## config.mk

```make
export PLATFORM = sky130hd
export DESIGN_NAME = mcp3008
export DESIGN_NICKNAME = d
export VERILOG_FILES = /design/src/rtl/mcp3008.sv
export SDC_FILE = /design/constraint.sdc
export NUM_CORES = 1
export LEC_CHECK = 0
export ABC_AREA = 1
export CAP_MARGIN = 0
export CORE_MARGIN = 3
export CORE_UTILIZATION = 35
export CTS_BUF_LIST = sky130_fd_sc_hd__clkbuf_2 sky130_fd_sc_hd__clkbuf_4 sky130_fd_sc_hd__clkbuf_8
export CTS_CLUSTER_SIZE = 25
export DETAILED_ROUTE_END_ITERATION = 7
export SLEW_MARGIN = 30
export SYNTH_ARGS = -nofsm -noshare
export SYNTH_HDL_FRONTEND = slang
export SYNTH_SLANG_ARGS = --single-unit
```

## constraint.sdc

```tcl
create_clock -name CLK50 -period 1.7 [get_ports CLK50]
set_input_delay 0.51 -clock CLK50 [delete_from_list [all_inputs] [get_ports CLK50]]
set_output_delay 0.51 -clock CLK50 [all_outputs]
set_load 0.02 [all_outputs]
```

## src/rtl/mcp3008.sv

```systemverilog
`default_nettype none
// ============================================================================
// Module   : mcp3008
// Purpose  : Round-robin poller for an MCP3008 SPI ADC; SCLK = CLK50/128.
// Options  : define MCP3008_DIFF_EN for differential conversions.
// Revision : 1.0 - initial release
// ============================================================================
module mcp3008 #(
    parameter int SCLK_N     = 7,
    parameter int N          = 10,
    parameter int CHANNELS   = 2,
    parameter int FRAME_BITS = 24
) (
    input  logic                         CLK50,
    input  logic                         reset,
    input  logic                         SPI_IN,
    output logic                         SPI_OUT,
    output logic                         SCLK,
    output logic                         CS_n,
    output logic [CHANNELS-1:0][N-1:0]   adc_out
);

    localparam int CW        = (CHANNELS > 1) ? $clog2(CHANNELS) : 1;
    localparam int BW        = $clog2(FRAME_BITS);
    localparam int START_POS = FRAME_BITS - 8;

    localparam logic [SCLK_N-1:0] CNT_RISE = {1'b0, {(SCLK_N-1){1'b1}}};
    localparam logic [SCLK_N-1:0] CNT_WRAP = {SCLK_N{1'b1}};
    localparam logic [BW-1:0]     BIT_LAST = BW'(FRAME_BITS - 1);
    localparam logic [CW-1:0]     CH_LAST  = CW'(CHANNELS - 1);

`ifdef MCP3008_DIFF_EN
    localparam logic SGL_DIFF = 1'b0;
`else
    localparam logic SGL_DIFF = 1'b1;
`endif

    typedef enum logic [0:0] {
        ST_GAP  = 1'b0,
        ST_XFER = 1'b1
    } state_t;

    state_t                       state_q, state_d;
    logic [SCLK_N-1:0]            cnt_q, cnt_d;
    logic                         gap_q, gap_d;
    logic [BW-1:0]                bit_q, bit_d;
    logic [FRAME_BITS-1:0]        sh_q, sh_d;
    logic                         done_q, done_d;
    logic [CW-1:0]                ch_q, ch_d;
    logic                         cs_n_q, cs_n_d;
    logic                         mosi_q, mosi_d;
    logic [CHANNELS-1:0][N-1:0]   adc_q, adc_d;

    logic                         w_rise;
    logic                         w_fall;
    logic [FRAME_BITS-1:0]        w_cmd;

    assign w_rise = (cnt_q == CNT_RISE);
    assign w_fall = (cnt_q == CNT_WRAP);

    // Command word: start bit, SGL/DIFF, then the 3-bit channel select.
    always_comb begin
        w_cmd                    = '0;
        w_cmd[START_POS]         = 1'b1;
        w_cmd[START_POS-1]       = SGL_DIFF;
        w_cmd[START_POS-2 -: 3]  = 3'(ch_q);
    end

    always_comb begin
        state_d = state_q;
        cnt_d   = cnt_q + 1'b1;
        gap_d   = gap_q;
        bit_d   = bit_q;
        sh_d    = sh_q;
        done_d  = 1'b0;
        ch_d    = ch_q;
        cs_n_d  = cs_n_q;
        mosi_d  = mosi_q;
        adc_d   = adc_q;

        // Result is committed one cycle after the final sample, before ch advances.
        if (done_q) begin
            adc_d[ch_q] = sh_q[N-1:0];
        end

        case (state_q)
            ST_GAP: begin
                if (w_fall) begin
                    if (gap_q) begin
                        state_d = ST_XFER;
                        gap_d   = 1'b0;
                        bit_d   = BIT_LAST;
                        cs_n_d  = 1'b0;
                        mosi_d  = w_cmd[BIT_LAST];
                    end else begin
                        gap_d   = 1'b1;
                    end
                end
            end
            ST_XFER: begin
                if (w_rise) begin
                    sh_d   = (sh_q << 1) | FRAME_BITS'(SPI_IN);
                    done_d = (bit_q == '0);
                end
                if (w_fall) begin
                    if (bit_q == '0) begin
                        state_d = ST_GAP;
                        cs_n_d  = 1'b1;
                        mosi_d  = 1'b0;
                        ch_d    = (ch_q == CH_LAST) ? '0 : ch_q + 1'b1;
                    end else begin
                        bit_d   = bit_q - 1'b1;
                        mosi_d  = w_cmd[bit_q - 1'b1];
                    end
                end
            end
            default: begin
                state_d = ST_GAP;
            end
        endcase
    end

    always_ff @(posedge CLK50) begin
        if (reset) begin
            state_q <= ST_GAP;
            cnt_q   <= '0;
            gap_q   <= 1'b0;
            bit_q   <= '0;
            sh_q    <= '0;
            done_q  <= 1'b0;
            ch_q    <= '0;
            cs_n_q  <= 1'b1;
            mosi_q  <= 1'b0;
            adc_q   <= '0;
        end else begin
            state_q <= state_d;
            cnt_q   <= cnt_d;
            gap_q   <= gap_d;
            bit_q   <= bit_d;
            sh_q    <= sh_d;
            done_q  <= done_d;
            ch_q    <= ch_d;
            cs_n_q  <= cs_n_d;
            mosi_q  <= mosi_d;
            adc_q   <= adc_d;
        end
    end

    assign SCLK    = cnt_q[SCLK_N-1];
    assign CS_n    = cs_n_q;
    assign SPI_OUT = mosi_q;
    assign adc_out = adc_q;

endmodule
`default_nettype wire

```

==> impl_metrics.json <==
{
  "h-tree-depth": 2,
  "syn_area_per_cell_um2": 7.76,
  "clkSinkCount": 48,
  "worst_slew_pin_slew_ns": 0.524,
  "yosysSeqAreaShare_pct": 50.6,
  "rows": 26,
  "yosys-mux-area-fraction_pct": 0,
  "grt_overflow": 0,
  "n_antenna_cell": 0,
  "synth_compound_area_share_pct": 20.3,
  "cap_violations": 0,
  "hold_buffers": 0,
  "crit_chain": "dlygate4sd2_1",
  "drt_wl_total_mm": 3.73,
  "power.density_mw_per_mm2": 826,
  "worstSetupPathType": "reg2out",
  "synthAdderAreaFrac_pct": 2.63,
  "ctsLongestPathBuffers": 2,
  "slew_headroom_pct": 65.0,
  "syn_area_mm2": 0.00190,
  "final_util_pct": 44.4,
  "peakVddDrop_mv": 0.453,
  "drtIter0Drc": 61,
  "multi_input_area_um2": 774,
  "power_leakage_nw": 1.04,
  "grt_start_max_net_pins": 43,
  "cp-start-kind": "flop",
  "finalWorstSetupSlack_ns": 0.152,
  "grt.total_usage_pct": 13.3,
  "hold_viol_final": 0,
  "critPathMaxStageDelay_ns": 0.39,
  "tns_ns": 0,
  "min_period_over_period_pct": 91.1,
  "ys_seq_elements": 48,
  "crit_arrival_ns": 1.04,
  "dieArea_mm2": 0.00635,
  "die_width_um": 79.7,
  "hold_class": "reg2reg",
  "synth_cell_types": 21,
  "post_cts_buffers": 0,
  "fillers": 551,
  "start_util_pct": 36.7,
  "place_congestion": 0.741,
  "drc": 0,
  "crit_family": "flip-flops",
  "portBuffers": 25,
  "ant_nets": 0,
  "endpoint_kind": "output pin",
  "fin_crit_ns": 1.55,
  "via_count": 1595,
  "drt_pass1_iterations": 4,
  "run_status": "finished, final reports clean",
  "pin_count": 26,
  "area_growth_pct": 20.9,
  "grt_pass1_wl_mm": 6.67,
  "wl_per_cell_um": 10.9,
  "rsz0062_at_grt": "false",
  "critical_path.max_fanout": 5,
  "netlist_instances": 245,
  "yosys_warnings": 0,
  "cp_slowest_cell": "dfxtp_1",
  "syn-num-nets": 252,
  "grt_antenna_before_repair": 0,
  "cts-buffers-inserted": 5,
  "synth_top_family_by_area": "compound AO/OA/AOI/OAI gates",
  "slew_viol_final": 0,
  "cts_tree": "built",
  "fmax_ghz": 0.646,
  "register_area_um2": 961,
  "path_clk_slew_ns": 0.08,
  "crit_required_ns": 1.19,
  "fin_worst_skew_ns": 0.00640,
  "power_mw": 1.90,
  "hpwl_mm": 2.55,
  "drive_gt1_share_pct": 6.27,
  "fin_hold_ws_ns": 0.460,
  "routed_via_density": 4.68,
  "grt_pass1_vias": 1544,
  "finalSetupViolations": 0,
  "die_y_um": 79.7,
  "layout_common_cells": "dfxtp_1 (48), a21oi_1 (38), nand2_1 (34)",
  "place_ws_ns": 0.116,
  "worstSkewPairLatency_ns": 0.30,
  "path_buf_inv": 1,
  "synth-simple-area-share_pct": 17.8,
  "yosys.area_share.xor_xnor_pct": 0,
  "final_common_cell": "dfxtp_1",
  "nets": 277,
  "core_region_area_mm2": 0.00517,
  "root_buffer": "clkbuf_8",
  "cts_resized": 23
}
[per-stage QoR]
stage,instance area [um2],instances
floorplan,1900,245
global placement,2230,333
detailed placement,2230,333
CTS,2300,341
global route,2300,341
finish,2300,341
[final timing paths]
path / slack [ns] / endpoint / start / cells past startpoint
max: 0.15 / SCLK / cnt_q[6] / 1
min: 0.46 / cnt_q[0] / cnt_q[0] / 1
max reg2reg: 0.19 / bit_q[1] / cnt_q[0] / 6
min reg2reg: 0.46 / cnt_q[0] / cnt_q[0] / 1
[cells in the mapped netlist, drive strengths merged]
cell,number,area share (%)
ha,4,2.6
buf,3,1.1
a211oi,1,0.40
nor3,7,2.4
a21oi,38,10
nor2,20,4.1
nand4,1,0.33
dfxtp,48,51
o211ai,1,0.66
o21ai,35,9.2
clkbuf,8,1.6
nand3,14,3.9
inv,30,5.9
nand2,35,7.0
[cells by family (layout without fill, tap and decap cells)]
group,count (synthesis),in the layout
and+or+nand+nor,77,77
DFF,48,48
adders and majority gates,4,4
buffers and inverters,41,67
AOI/OAI and AO/OA,75,75
[per-layer routing]
layer,vias to the layer above,GRT usage (%),share of wire [%]
met4,0,6.19,1.9
met5,-,0,0
met1,716,16.3,49
met3,7,3.72,3.5
li1,852,-,-
met2,20,21.3,45
[where the power goes]
| group | total [mW] | switching (mW) | leakage [nW] | internal (mW) |
|---|---|---|---|---|
| Clock | 0.718 | 0.389 | 0.0434 | 0.330 |
| Combinational | 0.0454 | 0.0262 | 0.613 | 0.0193 |
| Sequential | 1.13 | 0.00435 | 0.387 | 1.13 |
| Total | 1.90 | 0.419 | 1.04 | 1.48 |
[area by class of cell]
cell class,instances,area share [%]
inverters,30,4.90
flip-flops and latches,48,41.8
clock inverters,2,0.654
clock buffers,6,3.59
multi-input cells,156,33.7
well taps,70,3.81
repair buffers,29,11.5
[registers in the layout (all words and copies together) (netlist names)]
signal   count
state_q      1
sh_q        10
adc_out     20
done_q       1
ch_q         1
gap_q        1
bit_q        5
CS_n         1
cnt_q        7
SPI_OUT      1
Power figures use the tool's default switching activity.
